$ cat config.mk
export PLATFORM = sky130hd
export DESIGN_NAME = morse_key_decoder
export DESIGN_NICKNAME = d
export VERILOG_FILES = /design/src/rtl/morse_key_decoder.sv
export SDC_FILE = /design/constraint.sdc
export NUM_CORES = 1
export LEC_CHECK = 0
export CAP_MARGIN = 10
export CORE_MARGIN = 5
export CORE_UTILIZATION = 43
export DETAILED_ROUTE_END_ITERATION = 10
export GPL_ROUTABILITY_DRIVEN = 1
export GPL_TIMING_DRIVEN = 0
export PLACE_DENSITY_LB_ADDON = 0.12
export SYNTH_ARGS = -nofsm -noshare
export SYNTH_HDL_FRONTEND = slang
export SYNTH_SLANG_ARGS = --single-unit
$ cat constraint.sdc
create_clock -name CLK -period 1.98 [get_ports CLK]
set_input_delay 0.198 -clock CLK [delete_from_list [all_inputs] [get_ports CLK]]
set_output_delay 0.198 -clock CLK [all_outputs]
set_load 0.005 [all_outputs]
$ cat src/rtl/morse_key_decoder.sv
// Purpose: decode a debounced Morse key into per-letter dot/dash codes and word-gap strobes.
// Latency: SYM_VALID 3 units, WORD_GAP 7 units after the final debounced release; key path 2 + DEBOUNCE_CYCLES.
// Backpressure: none; SYM_VALID/WORD_GAP are single-cycle strobes the consumer must capture when they fire.
//
// Ports:
//   CLK        system clock (16 MHz on the TinyFPGA BX)
//   RST        asynchronous, active-high reset
//   KEY        raw asynchronous key level, 1 = pressed
//   LED        debounced key level
//   SYM_VALID  one-cycle strobe, symbol complete; SYM_CODE/SYM_LEN/SYM_ERR valid in the same cycle
//   SYM_CODE   element bits, 0 = dot, 1 = dash, first element in bit 0, unused bits 0
//   SYM_LEN    number of elements in SYM_CODE
//   SYM_ERR    symbol overflowed MAX_ELEMS or contained an over-long mark
//   WORD_GAP   one-cycle strobe, word gap detected
//
// MAX_ELEMS must be 15 or less so the element count fits in SYM_LEN.
module morse_key_decoder #(
    parameter int UNIT_CYCLES     = 2097152,
    parameter int DEBOUNCE_CYCLES = 16000,
    parameter int MAX_ELEMS       = 5
) (
    input  logic                 CLK,
    input  logic                 RST,
    input  logic                 KEY,
    output logic                 LED,
    output logic                 SYM_VALID,
    output logic [MAX_ELEMS-1:0] SYM_CODE,
    output logic [3:0]           SYM_LEN,
    output logic                 SYM_ERR,
    output logic                 WORD_GAP
);

    localparam int PW = $clog2(UNIT_CYCLES + 1);
    localparam int DW = $clog2(DEBOUNCE_CYCLES + 1);

    localparam logic [PW-1:0] PRESC_LAST = PW'(UNIT_CYCLES - 1);
    localparam logic [DW-1:0] DB_LAST    = DW'(DEBOUNCE_CYCLES - 1);
    localparam logic [3:0]    LEN_MAX    = 4'(MAX_ELEMS);

    // ------------------------------------------------------------------
    // Two-flop synchronizer for the asynchronous key level.
    // ------------------------------------------------------------------
    logic key_meta;
    logic key_sync;

    always_ff @(posedge CLK or posedge RST) begin
        if (RST) begin
            key_meta <= 1'b0;
            key_sync <= 1'b0;
        end else begin
            key_meta <= KEY;
            key_sync <= key_meta;
        end
    end

    // ------------------------------------------------------------------
    // Debouncer: the accepted level flips only after DEBOUNCE_CYCLES
    // consecutive synced samples at the opposite level. Any sample that
    // agrees with the accepted level restarts the count.
    // ------------------------------------------------------------------
    logic          db_level;
    logic          db_prev;
    logic [DW-1:0] db_cnt;

    always_ff @(posedge CLK or posedge RST) begin
        if (RST) begin
            db_level <= 1'b0;
            db_prev  <= 1'b0;
            db_cnt   <= '0;
        end else begin
            db_prev <= db_level;
            if (key_sync == db_level) begin
                db_cnt <= '0;
            end else if (db_cnt == DB_LAST) begin
                db_level <= key_sync;
                db_cnt   <= '0;
            end else begin
                db_cnt <= db_cnt + 1'b1;
            end
        end
    end

    // Edge pulses are one cycle wide, in the first cycle of the new level.
    // Both press and release see the same debounce delay, so durations
    // measured between these pulses equal the key's true durations.
    logic rise;
    logic fall;
    logic any_edge;

    assign rise     = db_level & ~db_prev;
    assign fall     = ~db_level & db_prev;
    assign any_edge = rise | fall;

    // ------------------------------------------------------------------
    // Unit timer: prescaler divides CLK down to Morse units; the unit
    // counter saturates at 7, which is the longest interval that matters.
    // An edge takes priority over a simultaneous wrap, so the FSM always
    // classifies with the count as it stood before the wrap.
    // ------------------------------------------------------------------
    logic [PW-1:0] presc;
    logic [2:0]    units;
    logic          unit_wrap;
    logic          units_to_3;
    logic          units_to_7;

    assign unit_wrap  = (presc == PRESC_LAST);
    assign units_to_3 = unit_wrap && (units == 3'd2);
    assign units_to_7 = unit_wrap && (units == 3'd6);

    always_ff @(posedge CLK or posedge RST) begin
        if (RST) begin
            presc <= '0;
            units <= '0;
        end else if (any_edge) begin
            presc <= '0;
            units <= '0;
        end else if (unit_wrap) begin
            presc <= '0;
            if (units != 3'd7) begin
                units <= units + 3'd1;
            end
        end else begin
            presc <= presc + 1'b1;
        end
    end

    // ------------------------------------------------------------------
    // Symbol FSM.
    //   IDLE  : nothing in progress, code/len/err are zero
    //   MARK  : key held, timing the element
    //   SPACE : key released inside a letter
    //   GAP   : letter emitted, waiting to see if the silence becomes a word gap
    // ------------------------------------------------------------------
    typedef enum logic [1:0] {
        IDLE  = 2'd0,
        MARK  = 2'd1,
        SPACE = 2'd2,
        GAP   = 2'd3
    } state_t;

    state_t               state;
    state_t               state_nxt;
    logic [MAX_ELEMS-1:0] code;
    logic [MAX_ELEMS-1:0] code_nxt;
    logic [3:0]           len;
    logic [3:0]           len_nxt;
    logic                 err;
    logic                 err_nxt;
    logic                 sym_vld_c;
    logic                 word_gap_c;
    logic                 elem_dash;

    // Two or more whole units held before release makes a dash.
    assign elem_dash = (units >= 3'd2);

    always_ff @(posedge CLK or posedge RST) begin
        if (RST) begin
            state <= IDLE;
            code  <= '0;
            len   <= '0;
            err   <= 1'b0;
        end else begin
            state <= state_nxt;
            code  <= code_nxt;
            len   <= len_nxt;
            err   <= err_nxt;
        end
    end

    always_comb begin
        state_nxt  = state;
        code_nxt   = code;
        len_nxt    = len;
        err_nxt    = err;
        sym_vld_c  = 1'b0;
        word_gap_c = 1'b0;

        case (state)
            IDLE: begin
                if (rise) begin
                    state_nxt = MARK;
                end
            end

            MARK: begin
                if (fall) begin
                    if (len < LEN_MAX) begin
                        // Element lands at bit position len.
                        for (int i = 0; i < MAX_ELEMS; i++) begin
                            if (len == 4'(i)) begin
                                code_nxt[i] = elem_dash;
                            end
                        end
                        len_nxt = len + 4'd1;
                    end else begin
                        err_nxt = 1'b1;
                    end
                    state_nxt = SPACE;
                end else if (units_to_7) begin
                    // Over-long mark: flag it now, still recorded as a dash on release.
                    err_nxt = 1'b1;
                end
            end

            SPACE: begin
                if (rise) begin
                    state_nxt = MARK;
                end else if (units_to_3) begin
                    // Registered fields are presented during this strobe and
                    // cleared on the way into GAP.
                    sym_vld_c = 1'b1;
                    code_nxt  = '0;
                    len_nxt   = '0;
                    err_nxt   = 1'b0;
                    state_nxt = GAP;
                end
            end

            GAP: begin
                if (rise) begin
                    state_nxt = MARK;
                end else if (units_to_7) begin
                    // Units keep counting from the last release through SPACE,
                    // so this fires 7 units after that release.
                    word_gap_c = 1'b1;
                    state_nxt  = IDLE;
                end
            end

            default: begin
                state_nxt = IDLE;
            end
        endcase
    end

    assign LED       = db_level;
    assign SYM_VALID = sym_vld_c;
    assign SYM_CODE  = code;
    assign SYM_LEN   = len;
    assign SYM_ERR   = err;
    assign WORD_GAP  = word_gap_c;

endmodule

# [Word level (Yosys, flattened, before mapping)]
# Cells that the tools add are included.
[totals] register_bits=55 output_inout_bits=13
[classes] mux=41 n_bitwise=6 magnitude_cmp=2 reduce_logical=17 n_addsub=4 eq_ne=27
[ops] cell="$mux 22" count=2
[ops] cell="$reduce_and 6->1" count=5
[ops] cell="$mux 14" count=2
[ops] cell="$add 22x1->22 const B" count=1
[ops] cell="$eq 22x21->1 const B" count=1
[ops] cell="$mux 5" count=4
[ops] cell="$ne 2x2->1 const B" count=10
[ops] cell="$mux 1" count=16
[ops] cell="$mux 4" count=4
[ops] cell="$ne 3x3->1 const B" count=5
[ops] cell="$add 14x1->14 const B" count=1
[ops] cell="$eq 14x14->1 const B" count=1
[ops] cell="$mux 2" count=6
[ops] cell="$pmux 5 s2" count=1
[ops] cell="$reduce_and 5->1" count=2
[ops] cell="$mux 3" count=3
[ops] cell="$eq 4x2->1 const B" count=2
[ops] cell="$pmux 2 s4" count=1
[ops] cell="$pmux 4 s2" count=1
[ops] cell="$reduce_bool 2->1" count=3
[ops] cell="$add 4x1->4 const B" count=1
[ops] cell="$eq 2x2->1 const B" count=2
[ops] cell="$eq 4x1->1 const B" count=1
[ops] cell="$eq 4x3->1 const B" count=1
[ops] cell="other kinds (16)" count=21

# [Depth between registers and ports, before layout]
# Gate-level depths: netlist of the first run.
[logic_depth] depth_word=5 depth_mapped=8

# [Worst setup path before layout of the first run]
# Ideal clock, no wire load.
[synth_path] kind="flip-flop to flip-flop" from="register db_level (netlist: LED)" to="register len[2] (netlist: SYM_LEN[2])" required_time_ns=1.859 arrival_time_ns=1.575 path_stages_with_launch=6 path_buffers=0 slack_ns=0.284 setup_time_ns=0.121 cell_sequence="dfrtp_1 > ha_1 > a2bb2oi_2 > o21bai_1 > or2_4 > a22o_1"
[synth_between] elab_chain_cells=4 elab_cells_between_ends=6
[synth_rtl] element="start, declared" line="61" text="logic db_level;"
[synth_rtl] element="start signal, assigned" line="75" text="db_level <= key_sync;"
[synth_rtl] element="$not 1->1" line="91" text="assign fall = ~db_level & db_prev;"
[synth_rtl] element="$and 1x1->1" line="91"
[synth_rtl] element="$ne 2x2->1 (no source line)"
[synth_rtl] element="$reduce_and 5->1 (no source line) (*)"
[synth_rtl] element="end signal, assigned" line="165" text="len <= len_nxt;"
[synth_rtl] element="end, declared" line="145" text="logic [3:0] len;"
# Mark *: on every way between the ends. The rest lies on a longest branch, timed or not.
# A chain may end at the register's enable or synchronous reset.

# [Final worst setup path of the first run]
[layout_path] from="register presc[7]" to="output WORD_GAP"
[layout_between] elab_chain_cells=5
[layout_rtl] element="start, declared" line="100" text="logic [PW-1:0] presc;"
[layout_rtl] element="start signal, assigned" line="123" text="presc <= presc + 1'b1;"
[layout_rtl] element="$eq 22x21->1" line="106" text="assign unit_wrap = (presc == PRESC_LAST);"
[layout_rtl] element="$logic_and 1x1->1" line="108" text="assign units_to_7 = unit_wrap && (units == 3'd6);"
[layout_rtl] element="$mux 1" line="222" text="end else if (units_to_7) begin"
[layout_rtl] element="$mux 1" line="220" text="if (rise) begin"
[layout_rtl] element="$mux 1" line="178" text="case (state)"
[layout_rtl] element="end, declared" line="30" text="output logic WORD_GAP"
# Every way passes these cells.

==> results of run 1 <==
[metal layers]
layer / part of all wire [%] / GRT usage, %
met3: 2.8 / 2.56
met5: 0 / 0
met1: 47 / 17.9
met2: 49 / 22.6
met4: 1.2 / 4.28
[metrics by stage]
| step | instances | hold WS (ps) |
|---|---|---|
| 2_1_floorplan | 276 | 229 |
| 3_3_place_gp | 368 | 332 |
| 3_5_place_dp | 369 | 336 |
| 4_1_cts | 393 | 244 |
| 5_1_grt | 401 | 267 |
| 6_report | 401 | 226 |
[what timing repair did]
action | CTS | global route
setup buffers | 17 | 8
hold buffers | 0 | 0
setup endpoints to repair | 12 | 15
pin swaps | 5 | 5
resized for setup | 16 | 7
[report_power, final]
group / internal (mW) / leakage (nW) / switching, mW / total (mW)
logic: 0.0142 / 0.805 / 0.0315 / 0.0457
clock network: 0.287 / 0.0474 / 0.386 / 0.673
registers: 1.13 / 0.745 / 0.00663 / 1.14
[cells in the final DEF (no fill, tap or decap), drive strengths merged, types with 6 or more instances in the layout]
master	synthesis	final
dfrtp	55	55
nor2	41	41
buf	6	33
nand2	26	26
xor2	20	20
xnor2	13	13
clkdlybuf4s50	0	13
inv	11	11
nand3	11	11
ha	11	11
nand4	9	9
and3	8	8
and2	6	6
a21oi	6	6
clkbuf	0	6
[registers in the layout (all words and copies together), names as in the netlist, 2 cells and up]
name and count:
db_cnt 14, units 3, state 2, SYM_CODE 5
SYM_LEN 4, presc 22
[layout make-up]
class	count	area [µm²]
inverters	11	41.3
multi-input cells	204	1450
clock inverters	2	16.3
flip-flops and latches	55	1380
repair buffers	41	348
fillers	542	2940
well taps	77	96.3
clock buffers	6	82.6
plain buffers	5	36.3
[path summary, 6_finish.rpt]
path                                    startpoint                      to  slack (ps)
worst max-delay path            presc[7]$_DFF_PP0_                WORD_GAP          70
worst min-delay path                           RST    state[0]$_DFFE_PP0P_         230
worst max register to register     LED$_DFFE_PP0P_  SYM_LEN[2]$_DFFE_PP0P_         100
worst min register to register  key_meta$_DFF_PP0_      key_sync$_DFF_PP0_         360
max in group asynchronous                      RST  SYM_LEN[0]$_DFFE_PP0P_        1190
min in group CLK                               KEY      key_meta$_DFF_PP0_         320
[critical path, stage by stage, from the launching register on]
cell and delay [ps]:
dfrtp_1 430, nand4_4 150, nor3_4 230, buf_6 140
and3_4 180, and3_4 170, buf_2 100
[kinds of logic (layout without fill, tap and decap cells)]
logic type / count (synthesis) / count (layout)
simple gates: 130 / 130
flops: 55 / 55
xor+xnor: 33 / 33
compound gates: 28 / 28
buf+inv: 17 / 65
fa+ha+maj: 11 / 11
mux: 2 / 2
==> flow_metrics.env, run 1 <==
export IMPL_hold_viol_final=0
export IMPL_yosys_top_cells_count="dfrtp_1, nor2_1, nand2_1, xor2_1, xnor2_1"
export IMPL_rr_worst_depth=5
export IMPL_grt_overflow_total=0
export IMPL_synth_warnings=0
export IMPL_cp_arrival_ps=1710
export IMPL_ys_flop_type="dfrtp_1"
export IMPL_grt_max_degree=33
export IMPL_grt_pass1_wl_mm=9.44
export IMPL_final_nets=337
export IMPL_avgSynthCellArea_um2=10.3
export IMPL_synth_area_leader_cell="dfrtp_1"
export IMPL_drt_total_wl_mm=5.42
export IMPL_synth_edff_count=0
export IMPL_syn_inst=276
export IMPL_ys_seq_elements=55
export IMPL_hpwl_mm=3.64
export IMPL_syn2layout_area_growth_pct=21.5
export IMPL_cp_end_kind="output port"
export IMPL_routed_via_density=5.13
export IMPL_drtIter0Drc=83
export IMPL_antenna_found_initial=0
export IMPL_path_class="reg2out"
export IMPL_ant_nets=0
export IMPL_pre_cts_slack_ps=-449
export IMPL_core_area_um2=6390
export IMPL_cts_buffer_depth=2
export IMPL_period_needed_ps=1910
export IMPL_cts_tree="built"
export IMPL_final_core_util_pct=54.0
export IMPL_yosysMostFrequentCell="dfrtp_1"
export IMPL_worstPathRequired_ps=1780
export IMPL_final_setup_viol_count=0
export IMPL_place_congestion=0.787
export IMPL_crit_path_start_kind="flip-flop"
export IMPL_synth_top_family_by_area="simple AND/OR/NAND/NOR gates"
export IMPL_slew_headroom_pct=64.7
export IMPL_fmax_mhz=524
export IMPL_die_area_um2=8330
export IMPL_insertedDiodeCount=0
export IMPL_clock_sinks=55
export IMPL_synth_compound_area_share_pct=7.67
export IMPL_synth_seq_area_share_pct=48.5
export IMPL_worst_slack_ps=70.3
export IMPL_synth_xor_area_share_pct=10.2
export IMPL_setup_tns_ps=0
export IMPL_root_buffer="clkbuf_8"
export IMPL_finClkSkew_ps=14.1
export IMPL_port_buffers=15
export IMPL_synth_fp_nets=290
export IMPL_cts_clk_slew_worst_paths_ps=110
export IMPL_grt_use_total_pct=13.6
export IMPL_die_w_um=91.3
export IMPL_ir_drop_uv=297
export IMPL_post_route_drc_count=0
export IMPL_post_route_cell_area_um2=3450
export IMPL_dr_pass1_iters=4
export IMPL_vias=2058
export IMPL_start_util_pct=44.5
export IMPL_cp_max_fo=4
export IMPL_synth_distinct_cells=47
export IMPL_grt_pass1_vias=2083
export IMPL_chipHeight_um=91.3
export IMPL_cts_buffers=5
export IMPL_drive_gt1_share_pct=19.4
export IMPL_hp_class="in2async"
export IMPL_htreeDepth=2
export IMPL_worst_slew_pin_slew_ps=528
export IMPL_status="finished clean"
export IMPL_maxSlewViolCount=0
export IMPL_fin_crit_sh_pct=96.5
export IMPL_total_power_mw=1.85
export IMPL_synth_simple_area_share_pct=25.0
export IMPL_synthAdderAreaFrac_pct=4.85
export IMPL_yosys_area_top_type_share_pct=48.5
export IMPL_cap_violations=0
export IMPL_total_leakage_power_nw=1.60
export IMPL_ios=16
export IMPL_synthMuxAreaShare_pct=0.705
export IMPL_clock_insertion_delay_worst_skew_ps=320
export IMPL_power_density_nw_per_um2=538
export IMPL_synthesis_area_um2=2840
export IMPL_place_area_um2=3110
export IMPL_wl_per_cell_um=13.5
export IMPL_synth_top_cells_by_area="dfrtp_1, xor2_1, nor2_1"
export IMPL_placementRows=29
export IMPL_ys_async_sr_fraction_pct=100
No activity file was read; power rests on OpenSTA's default activity.
==> inputs of run 2 (changes only) <==
CORE_UTILIZATION = 35   (was 43)
==> run 2 against run 1 <==
Against the previous run: global-route usage is 2.0 points lower; clock power decreased by 5.5%; combinational power increased by 2%; clock skew is 5.4 ps lower; first-iteration DRC count down 27%; cell area rose by 0.18%; flip-flop and latch count unchanged; utilization is 9.8 points lower; sequential power hardly changed; sequential share of layout area about the same; maximum frequency barely moved; largest cell class unchanged.
==> flow_metrics.env, run 2 (synthesis results as in run 1) <==
export IMPL_status="finished clean"
export IMPL_die_w_um=100
export IMPL_start_util_pct=36.4
export IMPL_grt_use_total_pct=11.6
export IMPL_ios=16
export IMPL_placementRows=32
export IMPL_routed_wl_met2_mm=2.57
export IMPL_grt_overflow_total=0
export IMPL_grt_pass1_wl_mm=9.43
export IMPL_drt_met1_wl_mm=2.72
export IMPL_dp_cells=394
export IMPL_place_congestion=0.714
export IMPL_worstPathRequired_ps=1780
export IMPL_final_nets=334
export IMPL_layout_commonest_cell="dfrtp_1"
export IMPL_clock_insertion_delay_worst_skew_ps=300
export IMPL_routed_top_layer="met4"
export IMPL_final_setup_viol_count=0
export IMPL_grt_pass1_vias=2011
export IMPL_routed_via_density=4.84
export IMPL_clock_sinks=55
export IMPL_hold_viol_final=0
export IMPL_path_class="reg2out"
export IMPL_fmax_mhz=524
export IMPL_fin_crit_sh_pct=96.4
export IMPL_insertedDiodeCount=0
export IMPL_htreeDepth=2
export IMPL_antenna_found_initial=0
export IMPL_hp_class="in2async"
export IMPL_drtIter0Drc=61
export IMPL_vias=2042
export IMPL_wl_per_cell_um=13.0
export IMPL_drive_gt1_share_pct=19.1
export IMPL_worst_slew_pin_slew_ps=626
export IMPL_regMostFlops="presc"
export IMPL_r2r_slack_ps=100
export IMPL_cts_tree="built"
export IMPL_grt_max_degree=29
export IMPL_total_leakage_power_nw=1.56
export IMPL_die_area_um2=10000
export IMPL_cp_end_kind="output port"
export IMPL_slew_headroom_pct=58.2
export IMPL_cp_arrival_ps=1710
export IMPL_finClkSkew_ps=8.68
export IMPL_grt_setup_unrepaired="yes"
export IMPL_core_area_um2=7810
export IMPL_cap_violations=0
export IMPL_ir_drop_uv=295
export IMPL_syn2layout_area_growth_pct=21.7
export IMPL_period_needed_ps=1910
export IMPL_dr_pass1_iters=4
export IMPL_fin_cells=422
export IMPL_total_power_mw=1.82
export IMPL_cts_buffer_depth=2
export IMPL_maxSlewViolCount=0
export IMPL_post_route_drc_count=0
export IMPL_chipHeight_um=100
export IMPL_nFillCells=781
export IMPL_port_buffers=15
export IMPL_final_cell_mix="dfrtp_1, nor2_1, nand2_1, buf_4, xor2_1"
export IMPL_hold_buffers=0
export IMPL_rr_worst_depth=5
export IMPL_wl_met3_um=159
export IMPL_power_density_nw_per_um2=526
export IMPL_cp_max_fo=4
export IMPL_ant_nets=0
export IMPL_drt_total_wl_mm=5.50
export IMPL_largest_reg_flops=22
export IMPL_hpwl_mm=3.71
export IMPL_cts_clk_slew_worst_paths_ps=100
export IMPL_root_buffer="clkbuf_8"
export IMPL_cts_buffers=5
export IMPL_crit_path_start_kind="flip-flop"
## run 2: cell type report
| class | count | area (µm²) | area share (%) |
|---|---|---|---|
| multi-input cells | 204 | 1450 | 42.0 |
| repair buffers | 38 | 332 | 9.59 |
| clock inverters | 1 | 5.00 | 0.145 |
| plain buffers | 5 | 36.3 | 1.05 |
| inverters | 11 | 41.3 | 1.19 |
| flip-flops and latches | 55 | 1380 | 39.9 |
| well taps | 102 | 128 | 3.69 |
| clock buffers | 6 | 82.6 | 2.39 |
## run 2: what timing repair did
item	CTS	global route
pin swaps	8	5
gates resized for setup	19	6
endpoints found under the setup margin	12	16
setup buffers	17	5
## run 2: per-stage QoR
stage | setup slack (ps) | setup TNS (ps) | utilization (%) | area [µm²] | hold WS (ps)
3_3_place_gp | -758 | -43080 | 39.9 | 3120 | 334
5_1_grt | -33.6 | -57.9 | 44.3 | 3460 | 304
4_1_cts | -71.4 | -71.4 | 43.5 | 3390 | 303
6_report | 70.4 | 0 | 44.3 | 3460 | 284
3_5_place_dp | -446 | -1480 | 40.2 | 3140 | 341
2_1_floorplan | 284 | 0 | - | 2840 | 229
## run 2: final timing paths
check	start	endpoint
worst max-delay path	presc[0]$_DFF_PP0_	WORD_GAP
worst min-delay path	RST	presc[13]$_DFF_PP0_
worst max register to register	LED$_DFFE_PP0P_	SYM_LEN[2]$_DFFE_PP0P_
worst min register to register	key_meta$_DFF_PP0_	key_sync$_DFF_PP0_
max in group asynchronous	RST	units[1]$_DFFE_PP0P_
min in group CLK	KEY	key_meta$_DFF_PP0_
## run 2: worst max-delay path, cell delays in order (launching register included)
cell and delay (ps):
dfrtp_1 410, ha_4 170, nand3_4 80, nor3_4 150, buf_6 140, and3_4 190, and3_4 190, buf_6 90
## run 2: per-layer routing
layer  vias up  GRT usage [%]
li1       1024              -
met1       998           15.8
met2        16           18.6
met3         4           2.43
met4         0           3.42
met5         -              0
## run 2: report_power, final
part           internal (mW)  leakage [nW]  switching, mW  total [mW]
sequential              1.13         0.745        0.00746        1.14
clock                  0.276        0.0470          0.360       0.636
combinational         0.0140         0.770         0.0328      0.0468
total                   1.42          1.56          0.400        1.82
